`src/rtl/score_renderer.sv`:
```
// Score/high-score keeper that draws both values as 3x5 glyphs into the pixel stream.
// Two-stage pipeline: stage 1 decodes geometry and picks the digit, stage 2 looks up the font.
module score_renderer #(
  parameter int X0          = 8,
  parameter int Y0          = 8,
  parameter int SCALE_SHIFT = 1,
  parameter int ZERO_BLANK  = 1
) (
  input  logic        clk,
  input  logic        rst_n,
  input  logic        game_tick,
  input  logic        game_over,
  input  logic [15:0] score,
  input  logic [9:0]  hpos,
  input  logic [9:0]  vpos,
  input  logic        display_on,
  output logic        pixel,
  output logic [15:0] hi_score,
  output logic        new_high
);
  localparam logic [9:0] XL   = 10'(X0);
  localparam logic [9:0] XR   = 10'(X0 + (16 << SCALE_SHIFT));
  localparam logic [9:0] YS_T = 10'(Y0);
  localparam logic [9:0] YS_B = 10'(Y0 + (5 << SCALE_SHIFT));
  localparam logic [9:0] YH_T = 10'(Y0 + (6 << SCALE_SHIFT));
  localparam logic [9:0] YH_B = 10'(Y0 + (11 << SCALE_SHIFT));

  logic [15:0] r_disp_score;
  logic [15:0] r_hi_score;
  logic        r_new_high;

  logic        r_in_d1;
  logic [3:0]  r_nib_d1;
  logic [2:0]  r_grow_d1;
  logic [1:0]  r_gcol_d1;
  logic        r_de_d1;
  logic        r_blank_d1;
  logic        r_pixel;

  logic        w_in_x, w_in_s, w_in_h;
  logic [9:0]  w_dx, w_dy;
  logic [1:0]  w_k, w_gcol;
  logic [2:0]  w_grow;
  logic [15:0] w_val;
  logic [3:0]  w_nib;
  logic        w_blank;
  logic [2:0]  w_frow;
  logic        w_bit;

  assign w_in_x = (hpos >= XL) && (hpos < XR);
  assign w_in_s = (vpos >= YS_T) && (vpos < YS_B);
  assign w_in_h = (vpos >= YH_T) && (vpos < YH_B);
  assign w_dx   = hpos - XL;
  assign w_dy   = w_in_h ? (vpos - YH_T) : (vpos - YS_T);
  assign w_k    = 2'(w_dx >> (SCALE_SHIFT + 2));
  assign w_gcol = 2'(w_dx >> SCALE_SHIFT);
  assign w_grow = 3'(w_dy >> SCALE_SHIFT);
  // The hi row shows the live high score; the score row shows the per-frame snapshot.
  assign w_val  = w_in_h ? r_hi_score : r_disp_score;

  always_comb begin
    w_nib   = 4'd0;
    w_blank = 1'b0;
    case (w_k)
      2'd0: begin w_nib = w_val[15:12]; w_blank = (w_val[15:12] == 4'd0); end
      2'd1: begin w_nib = w_val[11:8];  w_blank = (w_val[15:8]  == 8'd0); end
      2'd2: begin w_nib = w_val[7:4];   w_blank = (w_val[15:4]  == 12'd0); end
      default: begin w_nib = w_val[3:0]; w_blank = 1'b0; end
    endcase
    if (ZERO_BLANK == 0) w_blank = 1'b0;
  end

  // Font rows, MSB = leftmost column; A..F fall through to an all-dark glyph.
  always_comb begin
    w_frow = 3'd0;
    case (r_nib_d1)
      4'd0: case (r_grow_d1) 3'd0: w_frow = 3'd7; 3'd1: w_frow = 3'd5; 3'd2: w_frow = 3'd5; 3'd3: w_frow = 3'd5; 3'd4: w_frow = 3'd7; default: w_frow = 3'd0; endcase
      4'd1: case (r_grow_d1) 3'd0: w_frow = 3'd2; 3'd1: w_frow = 3'd6; 3'd2: w_frow = 3'd2; 3'd3: w_frow = 3'd2; 3'd4: w_frow = 3'd7; default: w_frow = 3'd0; endcase
      4'd2: case (r_grow_d1) 3'd0: w_frow = 3'd7; 3'd1: w_frow = 3'd1; 3'd2: w_frow = 3'd7; 3'd3: w_frow = 3'd4; 3'd4: w_frow = 3'd7; default: w_frow = 3'd0; endcase
      4'd3: case (r_grow_d1) 3'd0: w_frow = 3'd7; 3'd1: w_frow = 3'd1; 3'd2: w_frow = 3'd7; 3'd3: w_frow = 3'd1; 3'd4: w_frow = 3'd7; default: w_frow = 3'd0; endcase
      4'd4: case (r_grow_d1) 3'd0: w_frow = 3'd5; 3'd1: w_frow = 3'd5; 3'd2: w_frow = 3'd7; 3'd3: w_frow = 3'd1; 3'd4: w_frow = 3'd1; default: w_frow = 3'd0; endcase
      4'd5: case (r_grow_d1) 3'd0: w_frow = 3'd7; 3'd1: w_frow = 3'd4; 3'd2: w_frow = 3'd7; 3'd3: w_frow = 3'd1; 3'd4: w_frow = 3'd7; default: w_frow = 3'd0; endcase
      4'd6: case (r_grow_d1) 3'd0: w_frow = 3'd7; 3'd1: w_frow = 3'd4; 3'd2: w_frow = 3'd7; 3'd3: w_frow = 3'd5; 3'd4: w_frow = 3'd7; default: w_frow = 3'd0; endcase
      4'd7: case (r_grow_d1) 3'd0: w_frow = 3'd7; 3'd1: w_frow = 3'd1; 3'd2: w_frow = 3'd1; 3'd3: w_frow = 3'd1; 3'd4: w_frow = 3'd1; default: w_frow = 3'd0; endcase
      4'd8: case (r_grow_d1) 3'd0: w_frow = 3'd7; 3'd1: w_frow = 3'd5; 3'd2: w_frow = 3'd7; 3'd3: w_frow = 3'd5; 3'd4: w_frow = 3'd7; default: w_frow = 3'd0; endcase
      4'd9: case (r_grow_d1) 3'd0: w_frow = 3'd7; 3'd1: w_frow = 3'd5; 3'd2: w_frow = 3'd7; 3'd3: w_frow = 3'd1; 3'd4: w_frow = 3'd7; default: w_frow = 3'd0; endcase
      default: w_frow = 3'd0;
    endcase
  end

  always_comb begin
    case (r_gcol_d1)
      2'd0:    w_bit = w_frow[2];
      2'd1:    w_bit = w_frow[1];
      2'd2:    w_bit = w_frow[0];
      default: w_bit = 1'b0;
    endcase
  end

  always_ff @(posedge clk or negedge rst_n) begin
    if (!rst_n) begin
      r_disp_score <= 16'd0;
      r_hi_score   <= 16'd0;
      r_new_high   <= 1'b0;
      r_in_d1      <= 1'b0;
      r_nib_d1     <= 4'd0;
      r_grow_d1    <= 3'd0;
      r_gcol_d1    <= 2'd0;
      r_de_d1      <= 1'b0;
      r_blank_d1   <= 1'b0;
      r_pixel      <= 1'b0;
    end else begin
      if (game_tick) r_disp_score <= score;
      if (game_over && (score > r_hi_score)) r_hi_score <= score;
      r_new_high <= game_over && (score > r_hi_score);
      r_in_d1    <= w_in_x && (w_in_s || w_in_h);
      r_nib_d1   <= w_nib;
      r_grow_d1  <= w_grow;
      r_gcol_d1  <= w_gcol;
      r_de_d1    <= display_on;
      r_blank_d1 <= w_blank;
      r_pixel    <= w_bit & r_in_d1 & ~r_blank_d1 & r_de_d1;
    end
  end

  assign pixel    = r_pixel;
  assign hi_score = r_hi_score;
  assign new_high = r_new_high;
endmodule
```
`config.mk`:
```
export PLATFORM = sky130hd
export DESIGN_NAME = score_renderer
export DESIGN_NICKNAME = d
export VERILOG_FILES = /design/src/rtl/score_renderer.sv
export SDC_FILE = /design/constraint.sdc
export NUM_CORES = 1
export LEC_CHECK = 0
export ABC_CLOCK_PERIOD_IN_PS = 2210
export BUFFER_PORTS_ARGS = -buffer_cell sky130_fd_sc_hd__buf_4
export CAP_MARGIN = 20
export CORE_MARGIN = 1
export CORE_UTILIZATION = 28
export CTS_BUF_LIST = sky130_fd_sc_hd__clkbuf_8
export DETAILED_ROUTE_END_ITERATION = 12
export GPL_TIMING_DRIVEN = 0
export PLACE_DENSITY = 0.58
export SYNTH_ARGS = -nofsm -noshare
export SYNTH_HDL_FRONTEND = slang
export SYNTH_SLANG_ARGS = --single-unit
```
`constraint.sdc`:
```
create_clock -name clk -period 2.21 [get_ports clk]
set_clock_uncertainty 0.15 [all_clocks]
set_input_delay 0.1105 -clock clk [delete_from_list [all_inputs] [get_ports clk]]
set_output_delay 0.1105 -clock clk [all_outputs]
set_load 0.05 [all_outputs]
```
==> results.sh <==
export IMPL_startpoint_type="register"
export IMPL_crit_arrival_ns=2.36
export IMPL_clkTransAtPathRegs_ns=0.09
export IMPL_grt_max_degree=47
export IMPL_root_buffer="clkbuf_8"
export IMPL_fmax_mhz=430.7
export IMPL_failed_checks="negative setup slack"
export IMPL_wl_um=7812
export IMPL_synth_edf_count=0
export IMPL_drc=0
export IMPL_start_util=0.2934
export IMPL_wl_per_cell_um=16.24
export IMPL_post_route_period_util=1.051
export IMPL_setup_viol=16
export IMPL_syn_nets=302
export IMPL_first_pass_iters=4
export IMPL_crit_path_max_fanout=5
export IMPL_cts_tree="built"
export IMPL_crit_type="reg -> reg"
export IMPL_htreeDepth=2
export IMPL_r2r_start="hi_score[9]$_DFFE_PN0P_"
export IMPL_portBuffers=56
export IMPL_vias=2319
export IMPL_dieWidth_um=101.3
export IMPL_die_h_um=101.3
export IMPL_synth_common_cells="46 x dfrtp_1, 35 x mux2_2, 21 x ha_1, 21 x inv_1, 12 x o21ai_0"
export IMPL_grt_pass1_wl_um=12390
export IMPL_numClockSinks=46
export IMPL_hp_class="in -> reg"
export IMPL_design_area_um2=4119
export IMPL_final_setup_worst_slack_ns=-0.1119
export IMPL_period_minus_slack_ns=2.322
export IMPL_place_area_um2=3442
export IMPL_antenna_found_initial=0
export IMPL_synth_distinct_cells=42
export IMPL_routabilityCongestion=0.8516
export IMPL_total_power_mw=4.449
export IMPL_relSlewSlack=0.5820
export IMPL_syn_inst=240
export IMPL_num_rows=35
export IMPL_antenna_left=0
export IMPL_grt_overflow=0
export IMPL_ys_flop_type="dfrtp_1"
export IMPL_die_area_um2=10270
export IMPL_synthMostInstantiatedCell="dfrtp_1"
export IMPL_async_reset_ff_frac=1.000
export IMPL_grt_pass1_vias=2440
export IMPL_powerDensity_nw_per_um2=1080
export IMPL_insertedDiodeCount=0
export IMPL_critPathRequiredTime_ns=2.25
export IMPL_leakage_nw=1.796
export IMPL_end_kind="register"
export IMPL_dpl_hpwl_um=5071
export IMPL_worst_pin_slew_ns=0.6270
export IMPL_ir_worst_vdd_mv=0.5817
export IMPL_synth_top_area_frac=0.4167
export IMPL_clk_latency_ns=0.30
export IMPL_synth_area_um2=2763
export IMPL_seq_area_frac_synth=0.4167
export IMPL_gr_usage_all_layers=0.1590
export IMPL_core_um2=9415
export IMPL_areaGrowthSynthToFinish_pct=49.09
export IMPL_synth_area_leaders="dfrtp_1 42%, mux2_2 14%, ha_1 9.5%"
export IMPL_finalNetCount=413
export IMPL_drv_slew=0
export IMPL_drive_gt1_frac=0.4688
export IMPL_ys_ff_latch=46
export IMPL_avgSynthCellArea_um2=11.51
export IMPL_vias_per_cell=4.821
export IMPL_finalHoldViolations=0
export IMPL_hold_start="vpos[2]"
export IMPL_synth_top_cell_by_area="dfrtp_1"
export IMPL_rsz0062_at_grt="true"
export IMPL_cts_buffer_depth=2
export IMPL_cts_buffers=5
export IMPL_pin_count=59
export IMPL_synth_warnings=0
export IMPL_drt_iter0_drc=103
export IMPL_crit_start="hi_score[9]$_DFFE_PN0P_"
export IMPL_cap_violations=0
export IMPL_status="finished, violations left"
==> area by class of cell <==
cell class / count / area [µm²]
fillers: 920 / 5296
inverters: 21 / 81.33
flip-flops and latches: 46 / 1167
multi-input cells: 163 / 1623
clock buffers: 6 / 82.58
well taps: 129 / 161.4
repair buffers: 104 / 877.1
clock inverters: 2 / 60.06
plain buffers: 10 / 66.31
==> sequential cells by signal, summed over array words and instances, names as in the netlist <==
name,cells
r_gcol_d1,2
hi_score,16
r_de_d1,1
r_disp_score,16
r_nib_d1,4
r_blank_d1,1
pixel,1
r_grow_d1,3
new_high,1
r_in_d1,1
==> cell families after synthesis <==
kind of cell	share of synthesized area
buf+inv	0.04665
simple gates	0.09783
flops	0.4167
compound gates	0.1128
xor+xnor	0.009513
fa+ha+maj	0.09511
mux	0.2215
==> where the power goes <==
group / internal, mW / switching, mW / total (mW)
Clock: 0.482 / 0.296 / 0.779
Sequential: 1.07 / 0.186 / 1.26
Combinational: 1.11 / 1.31 / 2.41
==> per-stage QoR <==
stage               hold WS [ns]  std cells  setup WS (ns)  setup TNS [ns]  utilization
finish                  0.009627        481        -0.1119          -1.257       0.4375
global route             0.02950        481        -0.1806          -2.408       0.4375
CTS                     0.005336        478        -0.1391          -2.119       0.4336
detailed placement       0.02493        425        -0.3585          -4.733       0.3656
global placement         0.02368        425        -0.3288          -4.657       0.3656
floorplan                -0.3351        240        -0.1805          -1.878            -
==> timing repair <==
item / 4_1_cts / 5_1_grt
endpoints found under the setup margin: 18 / 23
resized for setup: 22 / 13
hold buffers: 26 / 0
endpoints found under the hold margin: 88 / 0
setup buffers: 17 / 4
gates cloned: 2 / 0
pin swaps: 5 / 7
==> metal layers <==
layer | vias up | wire length [µm] | global-route usage
li1 | 1105 | - | -
met1 | 1124 | 3518 | 0.2028
met2 | 78 | 3833 | 0.2773
met3 | 12 | 366 | 0.02830
met4 | 0 | 93 | 0.04125
met5 | - | 0 | 0
==> layout by cell type, fill, tap and decap left out, drive strengths merged, types with 2 or more instances in the layout <==
master	count
mux4	6
a31oi	2
or4b	2
nand4	4
o21a	2
o21ai	12
bufinv	2
a311oi	2
o211ai	5
nor4	5
and3	2
nor3	3
mux2i	6
ha	21
a22oi	2
mux2	35
nor2b	4
nor3b	2
nor2	9
dfrtp	46
nand3	2
dlygate4sd3	26
inv	21
a21o	2
a21oi	9
clkbuf	13
o41ai	2
a211oi	3
buf	81
nand2	7
xor2	2
nand4b	2
and4	2
==> critical path, cell delays in order, from the launching register on <==
cell,delay (ns)
dfrtp_2,0.39
inv_2,0.06
ha_4,0.26
and4_4,0.21
nand4_1,0.12
a21o_1,0.21
a41oi_4,0.23
buf_12,0.15
buf_12,0.12
mux2_4,0.30
==> path summary, 6_finish.rpt <==
check / end / slack [ns] / cells past startpoint
max: hi_score[7]$_DFFE_PN0P_ / -0.11 / 9
min: r_grow_d1[1]$_DFF_PN0_ / 0.01 / 3
max reg2reg: hi_score[7]$_DFFE_PN0P_ / -0.11 / 9
min reg2reg: pixel$_DFF_PN0_ / 0.34 / 1
max in group asynchronous: hi_score[13]$_DFFE_PN0P_ / 1.23 / 2
min in group asynchronous: r_grow_d1[0]$_DFF_PN0_ / 0.22 / 2
No activity file was read; power rests on OpenSTA's default activity.
